[src/rtl/serial_subtractor_ctrl.sv]
// rtl/serial_subtractor_ctrl.sv - bit-serial N-bit subtractor built on one full-subtractor cell

// Single-bit combinational cell: computes a - b - bin.
module full_subtractor_beh (
  input  logic a,
  input  logic b,
  input  logic bin,
  output logic diff,
  output logic bout
);

  // Difference is the parity of the inputs. A borrow is needed when b
  // exceeds a, or when a equals b and a borrow is already pending.
  always_comb begin
    diff = a ^ b ^ bin;
    bout = (~a & b) | (~(a ^ b) & bin);
  end

endmodule

// Controller: shifts operands through the single cell LSB-first, one bit per
// clock, with the borrow held in a register between bits.
module serial_subtractor_ctrl #(
  parameter int WIDTH = 8,
  parameter int CNT_W = $clog2(WIDTH + 1)
) (
  input  logic             clk,
  input  logic             rst_n,
  input  logic             start,
  input  logic [WIDTH-1:0] a,
  input  logic [WIDTH-1:0] b,
  input  logic             bin,
  output logic             busy,
  output logic             done,
  output logic [WIDTH-1:0] diff,
  output logic             bout,
  output logic             zero
);

  typedef enum logic [1:0] {
    IDLE = 2'd0,
    RUN  = 2'd1,
    DONE = 2'd2
  } state_t;

  // Counter value seen on the final RUN edge.
  localparam logic [CNT_W-1:0] LAST_BIT = CNT_W'(WIDTH - 1);

  state_t             state;
  state_t             state_nx;

  // Working registers: operands drain out of bit 0, result fills in from the top.
  logic [WIDTH-1:0]   a_sh;
  logic [WIDTH-1:0]   b_sh;
  logic [WIDTH-1:0]   res_sh;
  logic               brw;
  logic [CNT_W-1:0]   cnt;

  // Decoded per-cycle controls.
  logic               accept;
  logic               last;

  // Cell interface.
  logic               cell_diff;
  logic               cell_bout;
  logic [WIDTH-1:0]   res_next;

  // The one shared datapath cell.
  full_subtractor_beh u_cell (
    .a    (a_sh[0]),
    .b    (b_sh[0]),
    .bin  (brw),
    .diff (cell_diff),
    .bout (cell_bout)
  );

  // The new result bit enters at the MSB; a one-bit result is just the cell output.
  generate
    if (WIDTH == 1) begin : g_res_w1
      assign res_next = cell_diff;
    end else begin : g_res_wn
      assign res_next = {cell_diff, res_sh[WIDTH-1:1]};
    end
  endgenerate

  // State register.
  always_ff @(posedge clk) begin
    if (!rst_n) begin
      state <= IDLE;
    end else begin
      state <= state_nx;
    end
  end

  // Next-state decode. DONE accepts a new start directly so back-to-back
  // operations need no IDLE cycle in between.
  always_comb begin
    state_nx = state;
    accept   = 1'b0;
    last     = 1'b0;
    case (state)
      IDLE: begin
        if (start) begin
          state_nx = RUN;
          accept   = 1'b1;
        end
      end
      RUN: begin
        if (cnt == LAST_BIT) begin
          state_nx = DONE;
          last     = 1'b1;
        end
      end
      DONE: begin
        if (start) begin
          state_nx = RUN;
          accept   = 1'b1;
        end else begin
          state_nx = IDLE;
        end
      end
      default: begin
        state_nx = IDLE;
      end
    endcase
  end

  // Status flags follow the registered state, so nothing is combinational from inputs.
  always_comb begin
    busy = (state == RUN);
    done = (state == DONE);
  end

  // Serial datapath and result registers. The visible results only move on
  // the completing edge so they stay stable through IDLE and the next RUN.
  always_ff @(posedge clk) begin
    if (!rst_n) begin
      a_sh   <= '0;
      b_sh   <= '0;
      res_sh <= '0;
      brw    <= 1'b0;
      cnt    <= '0;
      diff   <= '0;
      bout   <= 1'b0;
      zero   <= 1'b0;
    end else if (accept) begin
      a_sh   <= a;
      b_sh   <= b;
      res_sh <= '0;
      brw    <= bin;
      cnt    <= '0;
    end else if (state == RUN) begin
      a_sh   <= a_sh >> 1;
      b_sh   <= b_sh >> 1;
      res_sh <= res_next;
      brw    <= cell_bout;
      cnt    <= cnt + CNT_W'(1);
      if (last) begin
        diff <= res_next;
        bout <= cell_bout;
        zero <= (res_next == '0);
      end
    end
  end

endmodule

[config.mk]
export PLATFORM = sky130hd
export DESIGN_NAME = serial_subtractor_ctrl
export DESIGN_NICKNAME = d
export VERILOG_FILES = /design/src/rtl/serial_subtractor_ctrl.sv
export SDC_FILE = /design/constraint.sdc
export NUM_CORES = 1
export LEC_CHECK = 0
export ABC_AREA = 1
export BUFFER_PORTS_ARGS = -buffer_cell sky130_fd_sc_hd__buf_2
export CELL_PAD_IN_SITES_DETAIL_PLACEMENT = 1
export CELL_PAD_IN_SITES_GLOBAL_PLACEMENT = 1
export CORE_MARGIN = 4
export CORE_UTILIZATION = 43
export DETAILED_ROUTE_END_ITERATION = 6
export PLACE_DENSITY_LB_ADDON = 0.1
export SYNTH_ARGS = -nofsm -noshare
export SYNTH_HDL_FRONTEND = slang
export SYNTH_SLANG_ARGS = --single-unit
[constraint.sdc]
create_clock -name clk -period 2.7 [get_ports clk]
set_input_delay 0.54 -clock clk [delete_from_list [all_inputs] [get_ports clk]]
set_output_delay 0.54 -clock clk [all_outputs]
set_load 0.01 [all_outputs]
# [Word level (Yosys, flattened, before mapping)]
# Cells that the tools add are included.
[classes] bitwise_logic=9 n_mul=0 add_sub_neg=1 eq_ne=5 shift=0 order_cmp=0 n_mux=14 div=0 n_reduce_logical=7
[op_table] op="two-way mux 8 bit" count=4
[op_table] op="logical NOT 8 bit" count=1
[op_table] op="two-way mux 1 bit" count=7
[op_table] op="one-hot mux 2 bit (3 select lines)" count=1
[op_table] op="adder 4 x 1 -> 4 bit (second input constant)" count=1
[op_table] op="equality test 4 x 3 -> 1 bit (second input constant)" count=1
[op_table] op="two-way mux 2 bit" count=2
[op_table] op="NOT 1 bit" count=4
[op_table] op="OR reduction 2 bit" count=2
[op_table] op="AND reduction 3 bit" count=1
[op_table] op="AND 1 bit" count=2
[op_table] op="equality test 2 x 1 -> 1 bit (second input constant)" count=1
[op_table] op="equality test 2 bit (second input constant)" count=1
[op_table] op="logical NOT 2 bit" count=1
[op_table] op="!= test 2 x 1 -> 1 bit (second input constant)" count=1
[op_table] op="!= test 2 bit (second input constant)" count=1
[op_table] op="AND reduction 2 bit" count=1
[op_table] op="nonzero test 2 bit" count=1
[op_table] op="bitwise XOR 1 bit" count=2
[op_table] op="OR 1 bit" count=1
[word_totals] mem_bits_rw=0 latchBits=0 n_memories=0 rom_bits=0 ff_bits=41 out_inout_bits=12

# [Depth between registers and ports, before layout]
# Gate-level depths: netlist of the first run.
[depth] word_depth=6 depth_mapped=7 mapped_depth_nobuf=7

# [Hierarchy]
# A second synthesis of the first run with hierarchy kept.
[hier_totals] cells_unflattened=266 area_unflattened_um2=1873.0
[modules_own_cells] mod="serial_subtractor_ctrl" n_inst=1 cells_per_inst=262 area_per_inst_um2=1841.8
[modules_own_cells] mod="full_subtractor_beh" n_inst=1 cells_per_inst=4 area_per_inst_um2=31.3

# [Worst setup path before layout of the first run]
# OpenSTA, ideal clock, no wires.
[synth_timing] path_type="reg-to-output" start="register state[0]" end="output busy" path_slack_ns=1.345 path_buffers=1 t_arrival_ns=0.815 path_stages_with_launch=4 cell_sequence="dfxtp_1 inv_2 nor2_4 buf_6"
[synth_via] elab_chain_cells=1
[synth_lines] item="from (decl)" line_no="49" rtl="state_t state;"
[synth_lines] item="from (signal assigned)" line_no="91" rtl="state <= state_nx;"
[synth_lines] item="equality test 2 x 1 -> 1 bit" line_no="130" rtl="busy = (state == RUN);"
[synth_lines] item="to (decl)" line_no="33" rtl="output logic busy,"
# Every way passes these cells.

# [Worst setup path after layout of the first run]
# Ends and elaborated chain as after synthesis.

==> impl_results.md, run 1 <==
* Final wirelength at 4.02 mm
* Post-detail-place hpwl at 2.96 mm
* Synth Area per Inst at 8.20 sq um
* Syn Inst Count at 219
* Initial Utilization at 0.446
* Most frequent cells in the layout: nand2_1, dfxtp_1, buf_2
* Leak Pwr at 0.861 nW
* Setup_tns at 0 ps
* Total grt overflow at 0
* Top cells by area, synth: dfxtp_1, nand2_1, nor2_1, nor2_4, a21oi_1
* Detailed Routing Iterations Pass 1 at 4
* Fin util at 0.509
* Sw Ratio at 0.277
* Clock-pin slew of the registers on the worst-case setup and hold paths at 70 ps
* Max_cap viols at 0
* Pins Over Slew Limit at 0
* Setup ws final at 965 ps
* Vias at 1495
* Antenna-violating nets left at 0
* Sw Pwr at 0.340 mW
* Syn Std Cell Area at 0.00180 sq mm
* Slew headroom at 0.689
* Measured slew at the worst slew-check pin at 466 ps
* N_diodes at 0
* Post-CTS sizing at 0
* Synth area leader: dfxtp_1
* Power Density at 598 mW/mm^2
* Initial antenna violation count at 0
* Final setup violating endpoints at 0
* Vert. Die Dim at 72.6 um
* Largest net degree at the start of global routing at 19
* Fin nets at 273
* GP Congestion at 0.772
* Synth warnings at 0
* Die width at 72.6 um
* Total CTS buffers at 5
* Setup crit end kind: output port
* Layout cell share with drive strength beyond 1 at 0.294
* Ports at 32
* Site Rows at 23
* Post-DR wirelength/cell at 13.3 um
* Final period utilization at 0.643
* Clock network fraction of total power at 0.333
* Worst skew pair latency at 290 ps
* Worst VDD drop at 0.428 mV
* CTS root buf: clkbuf_8
* Clock Skews at 8.64 ps
* Fin Hold WS at 463 ps
* CTS HTree Levels at 2
* Vias per cell at 4.95
* Placement Setup Slack at 920 ps
* Port Buffers at 31
* Critical path type: reg2out
* DR iter-0 viols at 55
* First-pass GRT wire length at 6.74 mm
* Number of remaining DRC errors at 0
* Syn-to-layout area delta at 14.1%
* Status: finished, final reports clean
* Total GRT Usage at 0.165
* Commonest non-fill, non-tap cell in the layout: nand2_1
* Clock buffer depth at 2
* Core ar. at 0.00403 sq mm
* Seq cells post-synth at 40
* Tmin final at 1740 ps
* Register area share after synthesis at 0.446
* Design Power at 1.23 mW
* # hold bufs at CTS at 0
* Library cells used by synthesis at 28
* CTS tree: done
* RSZ-0062 raised after global routing: false
* Share of the synthesized area in the top cell type at 0.446
* Peak Freq at 576 MHz
* Internal power at 0.886 mW
* Clock Sinks at 40
* Comb pwr share at 0.145
* Seq pwr share at 0.522
* Crit path DAT at 1200 ps
* Vias in the first global route at 1438
* Hold Violations, Final at 0
* CP Launch Type: flip-flop
* CP required at 2160 ps
* Hold/Removal Path Class: reg2reg
* Die footprint at 0.00527 sq mm
* Crit-path max FO at 6
* Setup bufs post-CTS at 0
* Syn_nets at 241
## synthesized netlist by cell type (all sizes together)
master and instances:
buf 7, nor3 10, a211oi 1, inv 18, xor2 1, ha 1
fa 1, nor2 38, nand2 51, o21ai 21, dfxtp 40, nand3 11
a21oi 19
## metal layers
metal	wire length [um]	track usage
met5	0	0
met4	61	0.0533
met3	261	0.0523
met2	1740	0.253
met1	1960	0.223
## state kept, by name, indices dropped and copies added, names as in the netlist
name,cells
a_sh,8
b_sh,8
bout,1
brw,1
cnt,4
diff,8
res_sh,7
state,2
zero,1
## area by class of cell
type	count	area, sq um
fill	513	1980
multi-input combinational	154	861
sequential	40	801
timing repair buffer	32	163
clock buffer	6	82.6
inverter	18	70.1
tap	50	62.6
clock inverter	2	10.0
## power groups by stage
stage	sequential, mW	combinational (mW)	clock, mW
after CTS	0.641	0.182	0.425
after floorplan	0.650	0.146	0
final	0.640	0.177	0.409
after global placement	0.653	0.177	0
after global routing	0.645	0.203	0.443
after detailed placement	0.654	0.181	0
## through the flow
stage	instance area (sq um)	cells
6_report	2050	302
3_5_place_dp	1960	294
3_3_place_gp	1960	294
2_1_floorplan	1800	219
4_1_cts	2050	302
5_1_grt	2050	302
## worst max-delay path, stage by stage, from the launching register on
cell,delay [ps]
dfxtp_1,450
inv_2,100
nor2_4,190
buf_2,170
## logic make-up after synthesis
| group | share of synthesized area |
|---|---|
| AND/OR/NAND/NOR | 0.330 |
| AO/OA/AOI/OAI | 0.126 |
| XOR/XNOR | 0.00488 |
| flip-flops | 0.446 |
| adder cells (fa/ha/maj) | 0.0181 |
| buffers and inverters | 0.0746 |
## worst paths after layout
| path | start | endpoint | slack, ps | cells after the start |
|---|---|---|---|---|
| hold / removal | a_sh[7]$_SDFFE_PN0P_ | a_sh[7]$_SDFFE_PN0P_ | 460 | 2 |
| setup reg to reg | cnt[0]$_SDFFE_PP0P_ | diff[0]$_SDFFE_PN0P_ | 1310 | 6 |
| setup / recovery | state[0]$_SDFFE_PN0P_ | busy | 960 | 3 |
| hold reg to reg | a_sh[7]$_SDFFE_PN0P_ | a_sh[7]$_SDFFE_PN0P_ | 460 | 2 |
No activity file was read; power rests on OpenSTA's default activity.
==> run 2: changes to the inputs <==
Settings changed: CORE_UTILIZATION 43 to 40.
Clock period 2.7 ns to 1.7 ns, I/O delays scaled along.
==> run 2 against run 1 <==
Compared with the run above:
- via count decreased by 2.2%
- utilization shrank 3.1 points
- worst setup slack got worse by 870 ps
- combinational power is 62% higher
==> impl_results.md, run 2 (synthesized netlist as in run 1, its figures left out) <==
* CP required at 1360 ps
* Hold path depth at 3
* Final wirelength at 3.84 mm
* Layout cell share with drive strength beyond 1 at 0.302
* R2R depth at 7
* CP peak stage delay at 450 ps
* Biggest registers after layout: a_sh x8, b_sh x8, diff x8
* Commonest non-fill, non-tap cell in the layout: nand2_1
* Initial antenna violation count at 0
* Largest net degree at the start of global routing at 19
* Cells along the critical path: inv_2 -> nor2_4 -> buf_2
* Syn-to-layout area delta at 15.8%
* Setup bufs post-CTS at 0
* R2R Path End: zero$_SDFFE_PN0P_
* Vias in the first global route at 1377
* Fin util at 0.478
* Die footprint at 0.00562 sq mm
* Hold/Removal Path Class: in2reg
* Hold Startpoint: b[7]
* Measured slew at the worst slew-check pin at 263 ps
* Number of remaining DRC errors at 0
* Fin area at 0.00208 sq mm
* Die width at 75.0 um
* RSZ-0062 raised after global routing: false
* Final period utilization at 0.946
* CTS root buf: clkbuf_8
* Critical path type: reg2out
* Worst skew pair latency at 290 ps
* Site Rows at 24
* Total GRT Usage at 0.151
* Crit path DAT at 1270 ps
* Hold EP: b_sh[7]$_SDFFE_PN0P_
* Power Density at 947 mW/mm^2
* Final setup violating endpoints at 0
* Slew headroom at 0.824
* Worst VDD drop at 0.344 mV
* Hold Violations, Final at 0
* Initial Utilization at 0.412
* Clock buffer depth at 2
* Max_cap viols at 0
* Clock Skews at 10.5 ps
* Antenna-violating nets left at 0
* Peak Freq at 622 MHz
* Flop2flop setup slack at 340 ps
* Fill cells at 560
* CTS tree: done
* Leak Pwr at 0.868 nW
* Status: finished, final reports clean
* Core ar. at 0.00435 sq mm
* Vias per cell at 4.76
* Total grt overflow at 0
* Clock Sinks at 40
* # hold bufs at CTS at 0
* Clock-pin slew of the registers on the worst-case setup and hold paths at 80 ps
* Post-CTS sizing at 0
* Placed Area at 0.00198 sq mm
* CP Launch Type: flip-flop
* Total CTS buffers at 5
* Fin Hold WS at 271 ps
* Vias at 1462
* Pins Over Slew Limit at 0
* Critical path's slowest cell: dfxtp_1
* Crit-path max FO at 8
* CTS HTree Levels at 2
* RR Startpoint: b_sh[0]$_SDFFE_PN0P_
* GP Congestion at 0.716
* Most frequent cells in the layout: nand2_1, dfxtp_1, buf_2
* Setup crit end kind: output port
* Vert. Die Dim at 75.0 um
* Reg area at 801 sq um
* First-pass GRT wire length at 6.49 mm
* Multi-input logic area at 861 sq um
* Fin nets at 276
* N_diodes at 0
* Port Buffers at 31
* Post-detail-place hpwl at 2.87 mm
* Post-DR wirelength/cell at 12.5 um
* Ports at 32
* Tmin final at 1610 ps
* Detailed Routing Iterations Pass 1 at 4
* Setup_tns at 0 ps
* DR iter-0 viols at 50
run 2: changes by cell type in the layout (fill, tap and decap cells not counted), sizes merged:
cell and delta:
buf +3, clkinv -2, clkinvlp +2
run 2: critical path: cells and delay by family (launching register included):
family | cells | cell delay, ps
buffers and inverters | 2 | 290
flip-flops | 1 | 450
AND/OR/NAND/NOR | 1 | 230
run 2: area by class of cell:
type,count,share of cell area
inverter,18,0.0337
timing repair buffer,35,0.0890
sequential,40,0.385
clock inverter,2,0.00722
tap,52,0.0313
multi-input combinational,154,0.414
clock buffer,6,0.0397
run 2: report_power, final:
part / internal [mW] / switching, mW / total, mW
clock network: 0.328 / 0.337 / 0.666
registers: 0.983 / 0.0334 / 1.02
logic: 0.106 / 0.181 / 0.287
total: 1.42 / 0.551 / 1.97
run 2: worst max-delay path by stage:
stage                                startpoint                 to  cells past startpoint
after floorplan            b_sh[0]$_SDFFE_PN0P_  zero$_SDFFE_PN0P_                      7
after global placement     b_sh[0]$_SDFFE_PN0P_  zero$_SDFFE_PN0P_                      7
after detailed placement   b_sh[0]$_SDFFE_PN0P_  zero$_SDFFE_PN0P_                      7
after CTS                 state[0]$_SDFFE_PN0P_               busy                      3
after global routing      state[0]$_SDFFE_PN0P_               busy                      3
final                     state[0]$_SDFFE_PN0P_               busy                      3
run 2: layer usage:
| layer | vias up | part of all wire | track usage |
|---|---|---|---|
| li1 | 771 | - | - |
| met1 | 659 | 0.50 | 0.210 |
| met2 | 26 | 0.44 | 0.226 |
| met3 | 6 | 0.051 | 0.0454 |
| met4 | 0 | 0.0099 | 0.0415 |
| met5 | - | 0 | 0 |
run 2: metrics by stage:
| stage | total power, mW | setup slack, ps | instances |
|---|---|---|---|
| after floorplan | 1.26 | 426 | 219 |
| after global placement | 1.33 | 367 | 299 |
| after detailed placement | 1.33 | 329 | 299 |
| after CTS | 2.00 | 67.5 | 307 |
| after global routing | 2.09 | 8.77 | 307 |
| final | 1.97 | 91.1 | 307 |
==> run 3: changes to the inputs <==
Settings changed: SETUP_SLACK_MARGIN from default to 0.5.
==> run 3 against run 2 <==
Compared with the run above:
- via count grew 20%
- routed wire length rose by 54%
- power grew 17%
- clock power up 17%
- critical path type is now reg2reg
- largest cell class unchanged
- largest power group unchanged
- highest routed layer unchanged
==> impl_results.md, run 3 (synthesized netlist as in run 1, its figures left out) <==
* Most frequent cells in the layout: nand2_1, dfxtp_1, buf_2
* Fin util at 0.600
* Max_cap viols at 0
* Final period utilization at 0.822
* Worst skew pair latency at 290 ps
* First-pass GRT wire length at 7.68 mm
* Sw Pwr at 0.652 mW
* Peak Freq at 716 MHz
* Vert. Die Dim at 75.0 um
* Pins Over Slew Limit at 0
* Site Rows at 24
* Finished Layout Cells at 336
* Comb pwr share at 0.214
* Initial antenna violation count at 0
* Final setup violating endpoints at 0
* Layout cell share with drive strength beyond 1 at 0.493
* Syn-to-layout area delta at 45.5%
* Cells after DPL at 299
* Critical path type: reg2reg
* Crit path DAT at 1620 ps
* N_diodes at 0
* CP Launch Type: flip-flop
* Total CTS buffers at 5
* Vias at 1749
* Total GRT Usage at 0.181
* Seq pwr share at 0.446
* Setup_tns at 0 ps
* Clock Sinks at 40
* Die width at 75.0 um
* Crit-path max FO at 2
* Port Buffers at 31
* Status: finished, final reports clean
* Detailed Routing Iterations Pass 1 at 4
* RSZ-0062 raised after global routing: true
* Hold Violations, Final at 0
* # hold bufs at CTS at 0
* RR Startpoint: a_sh[0]$_SDFFE_PN0P_
* Final wirelength at 5.91 mm
* Tmin final at 1400 ps
* Clock network fraction of total power at 0.340
* Clock buffer depth at 2
* Initial Utilization at 0.412
* Power Density at 878 mW/mm^2
* Internal power at 1.64 mW
* Measured slew at the worst slew-check pin at 279 ps
* Ports at 32
* Hold/Removal Path Class: in2reg
* CTS root buf: clkbuf_8
* Fin area at 0.00261 sq mm
* Reg area at 816 sq um
* Crit. Startpoint: a_sh[0]$_SDFFE_PN0P_
* Clock-pin slew of the registers on the worst-case setup and hold paths at 80 ps
* Multi-input logic area at 0.00104 sq mm
* Leak Pwr at 1.09 nW
* Hold Startpoint: b[7]
* Fin nets at 305
* Post-detail-place hpwl at 2.91 mm
* CTS HTree Levels at 2
* Worst VDD drop at 0.373 mV
* Die footprint at 0.00562 sq mm
* Total grt overflow at 0
* Core ar. at 0.00435 sq mm
* CTS tree: done
* Number of remaining DRC errors at 0
* Clock Skews at 10.3 ps
* Vias per cell at 5.21
* GP Congestion at 0.722
* Antenna-violating nets left at 0
* Largest net degree at the start of global routing at 19
* DR iter-0 viols at 42
* CP required at 1930 ps
* Vias in the first global route at 1555
* Biggest registers after layout: a_sh x8, b_sh x8, diff x8
* Slew headroom at 0.812
* Setup crit end kind: flip-flop
* Fill cells at 523
* Placed Area at 0.00198 sq mm
* Sw Ratio at 0.284
* Post-DR wirelength/cell at 17.6 um
-- run 3: repair_timing --
item / CTS / global route
resized for setup: 21 / 67
buffers inserted: 12 / 13
setup endpoints to repair: 36 / 36
pin swaps: 6 / 13
cloned: 2 / 2
-- run 3: power by group through the flow --
| stage | logic [mW] | clock network, mW | registers, mW |
|---|---|---|---|
| floorplan | 0.233 | 0 | 1.03 |
| finish | 0.492 | 0.779 | 1.02 |
| global placement | 0.289 | 0 | 1.04 |
| detailed placement | 0.293 | 0 | 1.04 |
| CTS | 0.349 | 0.793 | 1.02 |
| global route | 0.531 | 0.826 | 1.03 |
-- run 3: worst paths after layout --
check,cells after the start,endpoint,slack [ps]
setup / recovery,6,zero$_SDFFE_PN0P_,300
setup reg to reg,6,zero$_SDFFE_PN0P_,300
hold / removal,3,b_sh[7]$_SDFFE_PN0P_,290
hold reg to reg,2,diff[1]$_SDFFE_PN0P_,470
-- run 3: per-layer routing --
metal	wire length, um	GRT usage	part of all wire
met5	0	0	0
met4	122	0.0534	0.021
met3	242	0.0320	0.041
met2	3110	0.292	0.53
met1	2440	0.247	0.41
-- run 3: critical path, stage by stage, from the launching register on --
cell and delay (ps):
dfxtp_1 370, fa_2 470, nor2_1 130, nand2_1 80, nor2_1 100, nand2_1 70, a21oi_2 120
-- run 3: cell type report --
type,instances,area share
multi-input cells,157,0.398
flip-flops and latches,40,0.312
repair buffers,61,0.189
inverters,18,0.0345
clock buffers,6,0.0278
well taps,52,0.0249
clock inverters,2,0.0134
-- run 3: per-stage QoR --
| stage | hold WS [ps] | setup slack [ps] | power (mW) |
|---|---|---|---|
| detailed placement | 461 | 324 | 1.33 |
| finish | 286 | 303 | 2.29 |
| global route | 296 | 229 | 2.39 |
| global placement | 450 | 363 | 1.33 |
| floorplan | 439 | 442 | 1.26 |
| CTS | 277 | 322 | 2.16 |
